===== src/rtl/memory_game_pkg.sv =====
// memory_game_pkg: shared FSM encoding, LFSR taps, display views and symbol helpers for the memory game
package memory_game_pkg;

    localparam int SYM_W = 4;
    localparam logic [15:0] LFSR_TAPS = 16'hB400;
    localparam logic [2:0] VIEW_CORRECT = 3'd0;
    localparam logic [2:0] VIEW_INCORRECT = 3'd1;
    localparam logic [2:0] VIEW_PERCENT = 3'd2;

    typedef enum logic [2:0] {ST_GEN, ST_SHOW, ST_WAIT, ST_JUDGE, ST_COMMIT} state_t;

    function automatic logic [15:0] lfsr_step(input logic [15:0] l);
        return {l[14:0], ^(l & LFSR_TAPS)};
    endfunction

    function automatic logic [SYM_W-1:0] sym_of(input logic [15:0] l);
        return (l[3:0] < 4'd10) ? l[3:0] : l[3:0] - 4'd10;
    endfunction

endpackage


===== src/rtl/memory_key_conditioner.sv =====
// memory_key_conditioner: 2-flop sync, debounce and single press pulse for an active-low button
module memory_key_conditioner #(
    parameter int DEBOUNCE_CYCLES = 16
) (
    input  logic clk,
    input  logic resetn,
    input  logic key_n,
    output logic press
);

    localparam int CW = $clog2(DEBOUNCE_CYCLES + 1);

    logic [1:0]    sync;
    logic [CW-1:0] cnt;
    logic          fired;
    logic          low;

    assign low   = ~sync[1];
    assign press = low & ~fired & (cnt == CW'(DEBOUNCE_CYCLES - 1));

    // fired holds off further pulses until the synced level goes high again
    always_ff @(posedge clk or negedge resetn) begin
        if (!resetn) begin
            sync  <= 2'b11;
            cnt   <= '0;
            fired <= 1'b0;
        end else begin
            sync <= {sync[0], key_n};
            if (!low) begin
                cnt   <= '0;
                fired <= 1'b0;
            end else if (press) begin
                fired <= 1'b1;
            end else if (!fired) begin
                cnt <= cnt + CW'(1);
            end
        end
    end

endmodule


===== src/rtl/memory_round_judge.sv =====
// memory_round_judge: round sequencer and seen/new answer judge for the memory game
// Optional answer timeout enabled by defining MEMORY_ROUND_TIMEOUT_EN.
module memory_round_judge
    import memory_game_pkg::*;
#(
    parameter int          DEPTH           = 8,
    parameter logic [15:0] SEED            = 16'hACE1,
    parameter int          DEBOUNCE_CYCLES = 16,
    parameter int          TIMEOUT_CYCLES  = 500000
) (
    input  logic             clk,
    input  logic             resetn,
    input  logic             key_seen_n,
    input  logic             key_new_n,
    input  logic             key_mode_n,
    output logic [SYM_W-1:0] sym_digit,
    output logic             sym_valid,
    output logic             result_valid,
    output logic             result_correct,
    output logic [2:0]       display_state
);

    localparam int PW = $clog2(DEPTH);

    if (DEPTH < 2 || DEPTH > 16 || SEED == 16'h0 || DEBOUNCE_CYCLES < 1 || TIMEOUT_CYCLES < 1) begin : g_bad_params
        $error("memory_round_judge: illegal parameter value");
    end

    state_t           state, state_nxt;
    logic [15:0]      lfsr;
    logic [SYM_W-1:0] hist [DEPTH];
    logic [DEPTH-1:0] hist_v;
    logic [PW-1:0]    wr_ptr;
    logic             seen_p, new_p, mode_p;
    logic             take, timeout, exists;
    logic             ans_seen, timed_out;

    memory_key_conditioner #(.DEBOUNCE_CYCLES(DEBOUNCE_CYCLES)) u_seen (
        .clk(clk), .resetn(resetn), .key_n(key_seen_n), .press(seen_p)
    );
    memory_key_conditioner #(.DEBOUNCE_CYCLES(DEBOUNCE_CYCLES)) u_new (
        .clk(clk), .resetn(resetn), .key_n(key_new_n), .press(new_p)
    );
    memory_key_conditioner #(.DEBOUNCE_CYCLES(DEBOUNCE_CYCLES)) u_mode (
        .clk(clk), .resetn(resetn), .key_n(key_mode_n), .press(mode_p)
    );

    // simultaneous seen and new presses are ambiguous and count as no answer
    assign take = seen_p ^ new_p;

`ifdef MEMORY_ROUND_TIMEOUT_EN
    localparam int TW = $clog2(TIMEOUT_CYCLES + 1);
    logic [TW-1:0] tmo_cnt;

    always_ff @(posedge clk or negedge resetn) begin
        if (!resetn) tmo_cnt <= '0;
        else         tmo_cnt <= (state == ST_WAIT) ? tmo_cnt + TW'(1) : '0;
    end

    assign timeout = (state == ST_WAIT) && (tmo_cnt == TW'(TIMEOUT_CYCLES - 1));
`else
    assign timeout = 1'b0;
`endif

    always_comb begin
        exists = 1'b0;
        for (int i = 0; i < DEPTH; i++) exists |= hist_v[i] && (hist[i] == sym_digit);
    end

    always_ff @(posedge clk or negedge resetn) begin
        if (!resetn) state <= ST_GEN;
        else         state <= state_nxt;
    end

    always_comb begin
        state_nxt = state;
        case (state)
            ST_GEN:    state_nxt = ST_SHOW;
            ST_SHOW:   state_nxt = ST_WAIT;
            ST_WAIT:   state_nxt = (take || timeout) ? ST_JUDGE : ST_WAIT;
            ST_JUDGE:  state_nxt = ST_COMMIT;
            ST_COMMIT: state_nxt = ST_GEN;
            default:   state_nxt = ST_GEN;
        endcase
    end

    always_ff @(posedge clk or negedge resetn) begin
        if (!resetn) begin
            lfsr           <= SEED;
            sym_digit      <= '0;
            sym_valid      <= 1'b0;
            result_valid   <= 1'b0;
            result_correct <= 1'b0;
            ans_seen       <= 1'b0;
            timed_out      <= 1'b0;
            hist_v         <= '0;
            wr_ptr         <= '0;
        end else begin
            case (state)
                ST_GEN: begin
                    sym_digit <= sym_of(lfsr);
                    lfsr      <= lfsr_step(lfsr);
                end
                ST_SHOW: sym_valid <= 1'b1;
                ST_WAIT: begin
                    ans_seen  <= seen_p;
                    timed_out <= ~take;
                end
                ST_JUDGE: begin
                    result_valid   <= 1'b1;
                    result_correct <= ~timed_out & (ans_seen ? exists : ~exists);
                end
                ST_COMMIT: begin
                    result_valid   <= 1'b0;
                    sym_valid      <= 1'b0;
                    hist_v[wr_ptr] <= 1'b1;
                    wr_ptr         <= (wr_ptr == PW'(DEPTH - 1)) ? '0 : wr_ptr + PW'(1);
                end
                default: ;
            endcase
        end
    end

    // digit storage needs no reset: entries are qualified by hist_v
    always_ff @(posedge clk) begin
        if (state == ST_COMMIT) hist[wr_ptr] <= sym_digit;
    end

    always_ff @(posedge clk or negedge resetn) begin
        if (!resetn)     display_state <= VIEW_CORRECT;
        else if (mode_p) display_state <= (display_state == VIEW_CORRECT)   ? VIEW_INCORRECT :
                                          (display_state == VIEW_INCORRECT) ? VIEW_PERCENT : VIEW_CORRECT;
    end

endmodule


===== config.mk =====
export PLATFORM = sky130hd
export DESIGN_NAME = memory_round_judge
export DESIGN_NICKNAME = d
export VERILOG_FILES = /design/src/rtl/memory_game_pkg.sv /design/src/rtl/memory_key_conditioner.sv /design/src/rtl/memory_round_judge.sv
export SDC_FILE = /design/constraint.sdc
export NUM_CORES = 1
export LEC_CHECK = 0
export ABC_AREA = 1
export CORE_AREA = 5 5 79 117
export CTS_CLUSTER_DIAMETER = 60
export CTS_CLUSTER_SIZE = 24
export DETAILED_ROUTE_END_ITERATION = 8
export DIE_AREA = 0 0 84 122
export PLACE_DENSITY = 0.7
export SLEW_MARGIN = 20
export SYNTH_ARGS = -nofsm -noshare
export SYNTH_HDL_FRONTEND = slang
export SYNTH_SLANG_ARGS = --single-unit

===== constraint.sdc =====
create_clock -name clk -period 1.6 [get_ports clk]
set_input_delay 0.24 -clock clk [delete_from_list [all_inputs] [get_ports clk]]
set_output_delay 0.24 -clock clk [all_outputs]
set_load 0.03 [all_outputs]

==> run_results.csv, run 1 <==
group,metric,value,unit
final_layout,syn_to_final_growth,22.4,%
critical_path,path_max_fanout,3,
floorplanning,die_h,122,um
power_and_ir_drop,pwr-share-seq,48.9,%
synthesis,synth_seq_cells,96,
placement,place_congestion,0.789,
timing,post-route-period-util,103,%
route,vias,3004,
final_layout,drive_gt1_share,26.3,%
final_layout,finalNetCount,511,
status,status,"complete, but fails checks",
route,drc,0,
route,firstDrtPassIters,4,
route,ant_nets,0,
worst_hold_path,min_from,"key_new_n",
timing,period_needed,1640,ps
synthesis,synthDistinctLibCells,34,
clock_network,cts_max_level,3,
global_routing,grtUsageTotal,17.3,%
critical_path,cp-start-kind,"flip-flop",
floorplanning,top_level_ports,15,
floorplanning,row_count,41,
status,violations,"negative setup slack",
route,vias_per_cell,4.93,
critical_path,crit_type,"flip-flop to flip-flop",
route,drt-initial-drc-count,141,
floorplanning,core,8210,sq um
worst_hold_path,hold_end,"u_new.sync[0]$_DFF_PN1_",
clock_network,clockBufferDepth,2,
critical_path,required,1830,ps
clock_network,tritoncts,"yes",
placement,hpwl,5680,um
worst_hold_path,holdPathStages,1,
synthesis,synth_fp_nets,454,
global_routing,grt_pass1_wl,13700,um
synthesis,synth-main-ff-cell,"dfrtp_1",
power_and_ir_drop,pwr-share-comb,16.9,%
critical_path,reg2regPathDepth,10,
global_routing,antenna_found_initial,0,
global_routing,grt_pass1_vias,3077,
clock_network,cts.sinks,96,
critical_path,end_kind,"flip-flop",
floorplanning,start_util,51.4,%
route,wl_per_cell,13.5,um
timing,fin_tns_setup,-98.3,ps
power_and_ir_drop,p_int,4170,uW
power_and_ir_drop,power.leakage,0.00237,uW
synthesis,ys_warn_count,0,
timing,finalSetupViolCount,4,
synthesis,yosys.area.top_type_share,29.6,%
timing,slew_violations,0,
power_and_ir_drop,p_sw,1680,uW
synthesis,synth_edf_count,32,
synthesis,post-synth-top-area-cell,"dfrtp_1",
clock_network,cts_buffers,9,
timing,final_hold_viol_count,0,
clock_network,root_buffer,"clkbuf_16",
power_and_ir_drop,vdd_drop_max,0.802,mV
timing,max_freq,609,MHz
global_routing,gr-total-overflow,0,
global_routing,grt_max_degree,25,
critical_path,r2r_start,"u_mode.cnt[1]$_DFFE_PN0P_",
timing,grt_setup_unrepaired,"yes",
floorplanning,die-area,10200,sq um
synthesis,synth_most_common_cell,"nand2_1",
placement,io_buffers,13,
route,routed_wl,8210,um
synthesis,yosys-top-cells-count,"nand2_1 (118), dfrtp_1 (50), inv_1 (50), nor2_1 (50), edfxtp_1 (32)",
power_and_ir_drop,p_clk_share,34.2,%
critical_path,arrival,1870,ps
synthesis,synth_area_leaders,"dfrtp_1 (30%), edfxtp_1 (23%), nand2_1 (10%), dfstp_2 (8.7%), inv_1 (4.4%)",
floorplanning,fp.dieW,84,um
synthesis,async_reset_ff_share,66.7,%
synthesis,synth_seq_area_share,61.1,%
worst_hold_path,hold_class,"input pin to flip-flop",
timing,timing.final.ws_setup,-42.4,ps
power_and_ir_drop,p_per_area,1130,nW/um^2
power_and_ir_drop,p_sw_share,28.7,%
power_and_ir_drop,design_power_total,5850,uW
critical_path,reg2reg_slack,-40,ps
synthesis,syn_area_per_cell,9.59,sq um
clock_network,clk_transition_reported_paths,60,ps
timing,skew,7.35,ps
job,cap_violations,0,
clock_network,clk-insertion-delay-late,340,ps
final_layout,n_antenna_cell,0,
synthesis,syn_area,4220,sq um
synthesis,postSynthCellCount,440,
critical_path,r2r_end,"u_mode.cnt[3]$_DFFE_PN0P_",
==> kinds of logic after synthesis <==
kind of cell | synth area share, %
AO/OA/AOI/OAI | 6.55
XOR/XNOR | 2.28
other | 0.0889
AND/OR/NAND/NOR | 20.5
adder cells (fa/ha/maj) | 2.67
buffers and inverters | 6.76
flip-flops | 61.1
==> metrics by stage <==
stage	setup WS [ps]	std cells	hold WS, ps	area (sq um)	utilization, %
after floorplan	-7.68	440	-55.6	4230	-
after global placement	19.2	578	240	4650	56.7
after detailed placement	-114	578	241	4650	56.7
after CTS	-20.9	602	285	5000	61.0
after global routing	-142	609	289	5170	62.9
final	-42.4	609	296	5170	62.9
==> critical path, cell delays in order, from the launching register on <==
cell     delay [ps]
dfrtp_1         400
ha_2            200
nand2_2          90
nor2_2           50
ha_2            200
nor2_4          120
nor2_2           60
inv_2            70
nand4_1         110
o21ai_1         180
a21oi_1          60
==> cells in the final DEF (no fill, tap or decap), drive strengths merged, types with 5 or more instances in the layout <==
cell type,n
clkbuf,10
edfxtp,32
or2,9
buf,47
xnor2,10
inv,57
dlygate4sd2,5
dfstp,14
a21oi,12
ha,9
nand2,119
nor2,57
dfrtp,50
nand3,16
o21ai,31
==> worst max path at each step <==
stage	cells after the start	slack, ps	end	startpoint
after floorplan	10	-8	u_mode.cnt[3]$_DFFE_PN0P_	u_mode.cnt[0]$_DFFE_PN0P_
final	10	-40	u_mode.cnt[3]$_DFFE_PN0P_	u_mode.cnt[1]$_DFFE_PN0P_
after global placement	10	20	u_mode.cnt[3]$_DFFE_PN0P_	u_mode.cnt[0]$_DFFE_PN0P_
after CTS	10	-20	u_new.cnt[3]$_DFFE_PN0P_	u_new.cnt[0]$_DFFE_PN0P_
after detailed placement	9	-110	u_new.cnt[0]$_DFFE_PN0P_	u_new.cnt[0]$_DFFE_PN0P_
after global routing	7	-140	state[0]$_DFF_PN0_	u_seen.cnt[0]$_DFFE_PN0P_
==> per-layer routing <==
layer / track usage (%) / part of all wire (%) / vias up
li1: - / - / 1515
met1: 18.2 / 39 / 1425
met2: 31.3 / 54 / 42
met3: 3.92 / 2.6 / 22
met4: 10.4 / 3.6 / 0
met5: 0 / 0 / -
==> flip-flops by register name, indices dropped and copies added, names as in the netlist <==
signal and count:
u_mode.fired 1, u_new.fired 1, hist_v 8, u_seen.sync 2, u_mode.cnt 5, result_valid 1, u_mode.sync 2, display_state 2
state 3, u_new.cnt 5, hist 32, u_seen.fired 1, u_seen.cnt 5, result_correct 1, sym_digit 4, lfsr 15
wr_ptr 3, timed_out 1, u_new.sync 2, sym_valid 1, ans_seen 1
==> area by class of cell <==
type,count,area [sq um]
clock buffers,10,239
clock inverters,6,40.0
inverters,55,219
multi-input cells,279,1470
repair buffers,56,483
flip-flops and latches,96,2580
well taps,107,134
fillers,666,3040
==> repair_timing <==
item / 4_1_cts / 5_1_grt
hold endpoints to repair: 11 / 0
endpoints found under the setup margin: 21 / 49
hold buffers: 1 / 0
buffers inserted: 7 / 7
pin swaps: 7 / 24
gates resized for setup: 14 / 42
==> power groups by stage <==
| stage | Sequential (uW) | Combinational [uW] | Clock (uW) |
|---|---|---|---|
| floorplan | 2920 | 598 | 0 |
| global placement | 2890 | 893 | 0 |
| detailed placement | 2900 | 922 | 0 |
| CTS | 2860 | 940 | 2040 |
| global route | 2880 | 1120 | 2160 |
| finish | 2860 | 988 | 2000 |
No activity file was read; power rests on OpenSTA's default activity.
==> run 2: changes to the inputs <==
--- a/config.mk
+++ b/config.mk
@@ -8,7 +8,7 @@
 export ABC_AREA = 1
 export CORE_AREA = 5 5 79 117
 export CTS_CLUSTER_DIAMETER = 60
-export CTS_CLUSTER_SIZE = 24
+export CTS_CLUSTER_SIZE = 10
 export DETAILED_ROUTE_END_ITERATION = 8
 export DIE_AREA = 0 0 84 122
 export PLACE_DENSITY = 0.7
==> constraint.sdc (replaced) <==
create_clock -name clk -period 1.6 [get_ports clk]
set_input_delay 0.48 -clock clk [delete_from_list [all_inputs] [get_ports clk]]
set_output_delay 0.48 -clock clk [all_outputs]
set_load 0.03 [all_outputs]
==> run 2 against run 1 <==
Compared with the run above: the flow still finishes with violations (negative setup slack); routed wire length rose by 3.4%; register-to-register slack worse by 40 ps; die area unchanged.
==> run_results.csv, run 2 (same netlist as run 1, synthesis figures left out) <==
group,metric,value,unit
status,status,"complete, but fails checks",
status,violations,"negative setup slack",
critical_path,path_max_fanout,3,
clock_network,cts.hold.buffers_added,0,
timing,finalSetupViolCount,3,
global_routing,grt_max_degree,35,
critical_path,cp-start-kind,"flip-flop",
final_layout,final_common_cell,"nand2_1",
global_routing,grtUsageTotal,17.1,%
floorplanning,row_count,41,
route,drt-initial-drc-count,137,
timing,post-route-period-util,105,%
final_layout,nFillCells,651,
worst_hold_path,hold_class,"input pin to async pin",
floorplanning,fp.dieW,84,um
critical_path,crit_buf_inv,2,
clock_network,clk-insertion-delay-late,340,ps
final_layout,finalNetCount,518,
critical_path,arrival,1900,ps
route,firstDrtPassIters,4,
floorplanning,start_util,51.4,%
floorplanning,top_level_ports,15,
final_layout,final_cell_mix,"nand2_1 (114), dfrtp_1 (46), inv_1 (45)",
global_routing,grt_pass1_wl,13500,um
critical_path,r2r_start,"u_mode.cnt[1]$_DFFE_PN0P_",
global_routing,grt_pass1_vias,3004,
critical_path,required,1830,ps
final_layout,top_register,"hist",
clock_network,cts_max_level,3,
clock_network,tritoncts,"yes",
route,routed_wl,8490,um
global_routing,antenna_found_initial,0,
route,drc,0,
final_layout,drive_gt1_share,28.5,%
floorplanning,die_h,122,um
timing,max_freq,596,MHz
critical_path,critPathLaunch,"u_mode.cnt[1]$_DFFE_PN0P_",
power_and_ir_drop,vdd_drop_max,0.757,mV
route,vias,3074,
clock_network,clk_transition_reported_paths,60,ps
critical_path,path_cells,"ha_4 > nand2_2 > nor2_2 > ha_2 > nor2_4 > nor2_2 > buf_4 > buf_4 > a21oi_1 > nor2_1",
placement,dp_cells,578,
route,ant_nets,0,
power_and_ir_drop,design_power_total,5920,uW
route,vias_per_cell,4.99,
final_layout,top_regs,"hist (32), lfsr (15), hist_v (8)",
job,cap_violations,0,
clock_network,cts_buffers,9,
power_and_ir_drop,power.leakage,0.00242,uW
placement,io_buffers,13,
timing,skew,6.91,ps
critical_path,crit_type,"flip-flop to flip-flop",
timing,timing.final.ws_setup,-78.6,ps
critical_path,crit_path_max_incr_delay,420,ps
final_layout,n_antenna_cell,0,
critical_path,end_kind,"flip-flop",
placement,hpwl,5470,um
timing,final_hold_viol_count,0,
timing,slew_violations,0,
critical_path,reg2reg_slack,-80,ps
timing,grt_setup_unrepaired,"yes",
critical_path,crit_path_top_delay_cell,"dfrtp_1",
clock_network,root_buffer,"clkbuf_16",
clock_network,cts.sinks,96,
final_layout,syn_to_final_growth,25.9,%
global_routing,gr-total-overflow,0,
placement,place_congestion,0.814,
floorplanning,die-area,10200,sq um
final_layout,largest_reg_flops,32,
power_and_ir_drop,p_per_area,1110,nW/um^2
timing,period_needed,1680,ps
route,wl_per_cell,13.8,um
floorplanning,core,8210,sq um
final_layout,final_cells,616,
clock_network,clockBufferDepth,2,
critical_path,path_delay_family,"flip-flops",
run 2: cell count changes in the layout (fill, tap and decap cells not counted), moves of 4 or more:
cell	change
buf_6	+5
dlygate4sd2_1	-5
inv_6	-4
nor2_2	-5
nor2_4	+4
run 2: routing by layer:
layer  global-route usage [%]  routed length [um]
met4                     7.85                 210
met3                     4.67                 246
met2                     31.0                4680
met1                     18.5                3350
met5                        0                   0
run 2: what timing repair did:
action,4_1_cts,5_1_grt
gates cloned,0,2
resized for setup,20,64
endpoints found under the setup margin,13,38
setup buffers,7,14
pin swaps,4,27
run 2: metrics by stage:
stage	TNS, ps	hold slack (ps)	setup slack (ps)	utilization [%]	area (sq um)
2_1_floorplan	-7.68	184	-7.68	-	4230
3_3_place_gp	0	346	21.7	56.7	4650
3_5_place_dp	-100	348	-79.4	56.7	4650
4_1_cts	-2.46	5.99	-1.97	60.9	5000
5_1_grt	-930	1.44	-156	64.7	5310
6_report	-135	3.69	-78.6	64.7	5310
run 2: cell type report:
cell class,instances,area [sq um],share of cell area [%]
timing repair buffer,63,578,10.9
multi-input combinational,279,1510,28.4
inverter,55,224,4.22
sequential,96,2580,48.7
tap,107,134,2.52
clock buffer,12,236,4.45
clock inverter,4,46.3,0.872
run 2: report_power, final:
part / switching [uW] / total (uW) / internal (uW)
Sequential: 137 / 2870 / 2730
Combinational: 639 / 987 / 348
Clock: 857 / 2060 / 1210
run 2: worst paths after layout:
check                                            end  cells after the start
min in group clk            u_mode.sync[1]$_DFF_PN1_                      0
max                        u_mode.cnt[2]$_DFFE_PN0P_                     10
min                            hist_v[6]$_DFFE_PN0P_                      1
max in group asynchronous    u_new.sync[1]$_DFF_PN1_                      2
min reg2reg                 u_mode.sync[1]$_DFF_PN1_                      0
max reg2reg                u_mode.cnt[2]$_DFFE_PN0P_                     10
==> run 3: changes to the inputs <==
--- a/config.mk
+++ b/config.mk
@@ -11,6 +11,7 @@
 export CTS_CLUSTER_SIZE = 10
 export DETAILED_ROUTE_END_ITERATION = 8
 export DIE_AREA = 0 0 84 122
+export HOLD_SLACK_MARGIN = 0.12
 export PLACE_DENSITY = 0.7
 export SLEW_MARGIN = 20
 export SYNTH_ARGS = -nofsm -noshare
==> run 3 against run 2 <==
Compared with the run above: the flow still finishes with violations (negative setup slack); sequential share of layout area is 0.092 points lower; clock power hardly changed; first-iteration DRC count is 12% higher; combinational power hardly changed; clock skew hardly changed; clock-buffer cell count stayed put; sequential cell count stayed put; sequential power hardly changed; design area is 0.19% higher; core utilization is 0.12 points higher; register-to-register slack hardly changed; global-route usage stayed put.
==> run_results.csv, run 3 (same netlist as run 1, synthesis figures left out) <==
group,metric,value,unit
status,status,"complete, but fails checks",
status,violations,"negative setup slack",
final_layout,n_antenna_cell,0,
final_layout,final_common_cell,"nand2_1",
timing,timing.final.ws_setup,-79.3,ps
clock_network,cts.sinks,96,
critical_path,crit_type,"flip-flop to flip-flop",
final_layout,final_cell_mix,"nand2_1 (114), dfrtp_1 (46), inv_1 (45)",
timing,period_needed,1680,ps
placement,place_congestion,0.814,
timing,finalSetupViolCount,3,
floorplanning,start_util,51.4,%
route,ant_nets,0,
worst_hold_path,hold_class,"flip-flop to flip-flop",
final_layout,finalNetCount,519,
clock_network,cts_buffers,9,
timing,grt_setup_unrepaired,"yes",
clock_network,clk_transition_reported_paths,60,ps
global_routing,grt_pass1_wl,13500,um
route,vias,3070,
job,cap_violations,0,
timing,post-route-period-util,105,%
power_and_ir_drop,p_per_area,1110,nW/um^2
final_layout,largest_reg_flops,32,
global_routing,grt_pass1_vias,3004,
route,drt-initial-drc-count,154,
power_and_ir_drop,vdd_drop_max,0.757,mV
final_layout,final_cells,617,
route,vias_per_cell,4.98,
clock_network,root_buffer,"clkbuf_16",
global_routing,grtUsageTotal,17.1,%
clock_network,clk-insertion-delay-late,340,ps
critical_path,cp-start-kind,"flip-flop",
floorplanning,row_count,41,
critical_path,path_max_fanout,3,
global_routing,antenna_found_initial,0,
floorplanning,top_level_ports,15,
route,drc,0,
final_layout,drive_gt1_share,28.4,%
power_and_ir_drop,power.leakage,0.00242,uW
timing,max_freq,595,MHz
placement,io_buffers,13,
route,wl_per_cell,13.8,um
placement,dp_slack,-79.4,ps
floorplanning,fp.dieW,84,um
critical_path,arrival,1900,ps
clock_network,clockBufferDepth,2,
route,firstDrtPassIters,4,
route,routed_wl,8500,um
global_routing,grt_max_degree,35,
timing,finalHoldWorstSlack,356,ps
critical_path,required,1830,ps
timing,final_hold_viol_count,0,
final_layout,syn_to_final_growth,26.1,%
global_routing,gr-total-overflow,0,
floorplanning,die-area,10200,sq um
final_layout,final_util,64.8,%
clock_network,tritoncts,"yes",
critical_path,end_kind,"flip-flop",
placement,hpwl,5470,um
timing,skew,6.91,ps
placement,dp_cells,578,
floorplanning,core,8210,sq um
timing,slew_violations,0,
final_layout,top_regs,"hist (32), lfsr (15), hist_v (8)",
clock_network,cts_max_level,3,
floorplanning,die_h,122,um
final_layout,top_register,"hist",
==> run 3: layer usage <==
metal	track usage, %	vias up	share of wire (%)
li1	-	1524	-
met1	18.5	1491	40
met2	31.0	37	55
met3	4.67	18	2.6
met4	7.85	0	2.5
met5	0	-	0
==> run 3: layout make-up <==
class / count / area, sq um
Clock inverter: 4 / 46.3
Sequential cell: 96 / 2580
Clock buffer: 12 / 236
Multi-Input combinational cell: 279 / 1510
Timing Repair Buffer: 64 / 588
Fill cell: 650 / 2890
Tap cell: 107 / 134
Inverter: 55 / 224
==> run 3: what timing repair did <==
action,in CTS,in global routing
endpoints found under the hold margin,5,0
setup endpoints to repair,13,38
gates cloned,0,2
pin swaps,4,27
buffers inserted,7,14
resized for setup,20,64
hold buffers,1,0
==> run 3: report_power, final <==
part	switching [uW]	internal [uW]
logic	640	349
clock network	859	1210
registers	137	2730
total	1640	4290
==> run 3: worst max-delay path, stage by stage (launching register included) <==
cell,delay [ps]
dfrtp_1,420
ha_4,200
nand2_2,70
nor2_2,40
ha_2,200
nor2_4,120
nor2_2,60
buf_4,130
buf_4,130
a21oi_1,120
nor2_1,70
==> run 3: path summary, 6_finish.rpt <==
| path | start | endpoint | slack [ps] | cells after the start |
|---|---|---|---|---|
| max | u_mode.cnt[1]$_DFFE_PN0P_ | u_mode.cnt[2]$_DFFE_PN0P_ | -80 | 10 |
| min | u_mode.sync[0]$_DFF_PN1_ | u_mode.sync[1]$_DFF_PN1_ | 360 | 0 |
| max reg2reg | u_mode.cnt[1]$_DFFE_PN0P_ | u_mode.cnt[2]$_DFFE_PN0P_ | -80 | 10 |
| min reg2reg | u_mode.sync[0]$_DFF_PN1_ | u_mode.sync[1]$_DFF_PN1_ | 360 | 0 |
| max in group asynchronous | resetn | u_new.sync[1]$_DFF_PN1_ | 530 | 3 |
| min in group asynchronous | resetn | hist_v[6]$_DFFE_PN0P_ | 540 | 2 |
==> run 3: through the flow <==
step / power (uW) / cell area [sq um] / setup TNS (ps)
5_1_grt: 6220 / 5320 / -930
2_1_floorplan: 3520 / 4230 / -7.68
6_report: 5920 / 5320 / -132
3_5_place_dp: 3830 / 4650 / -100
3_3_place_gp: 3790 / 4650 / 0
4_1_cts: 5900 / 5010 / -2.46
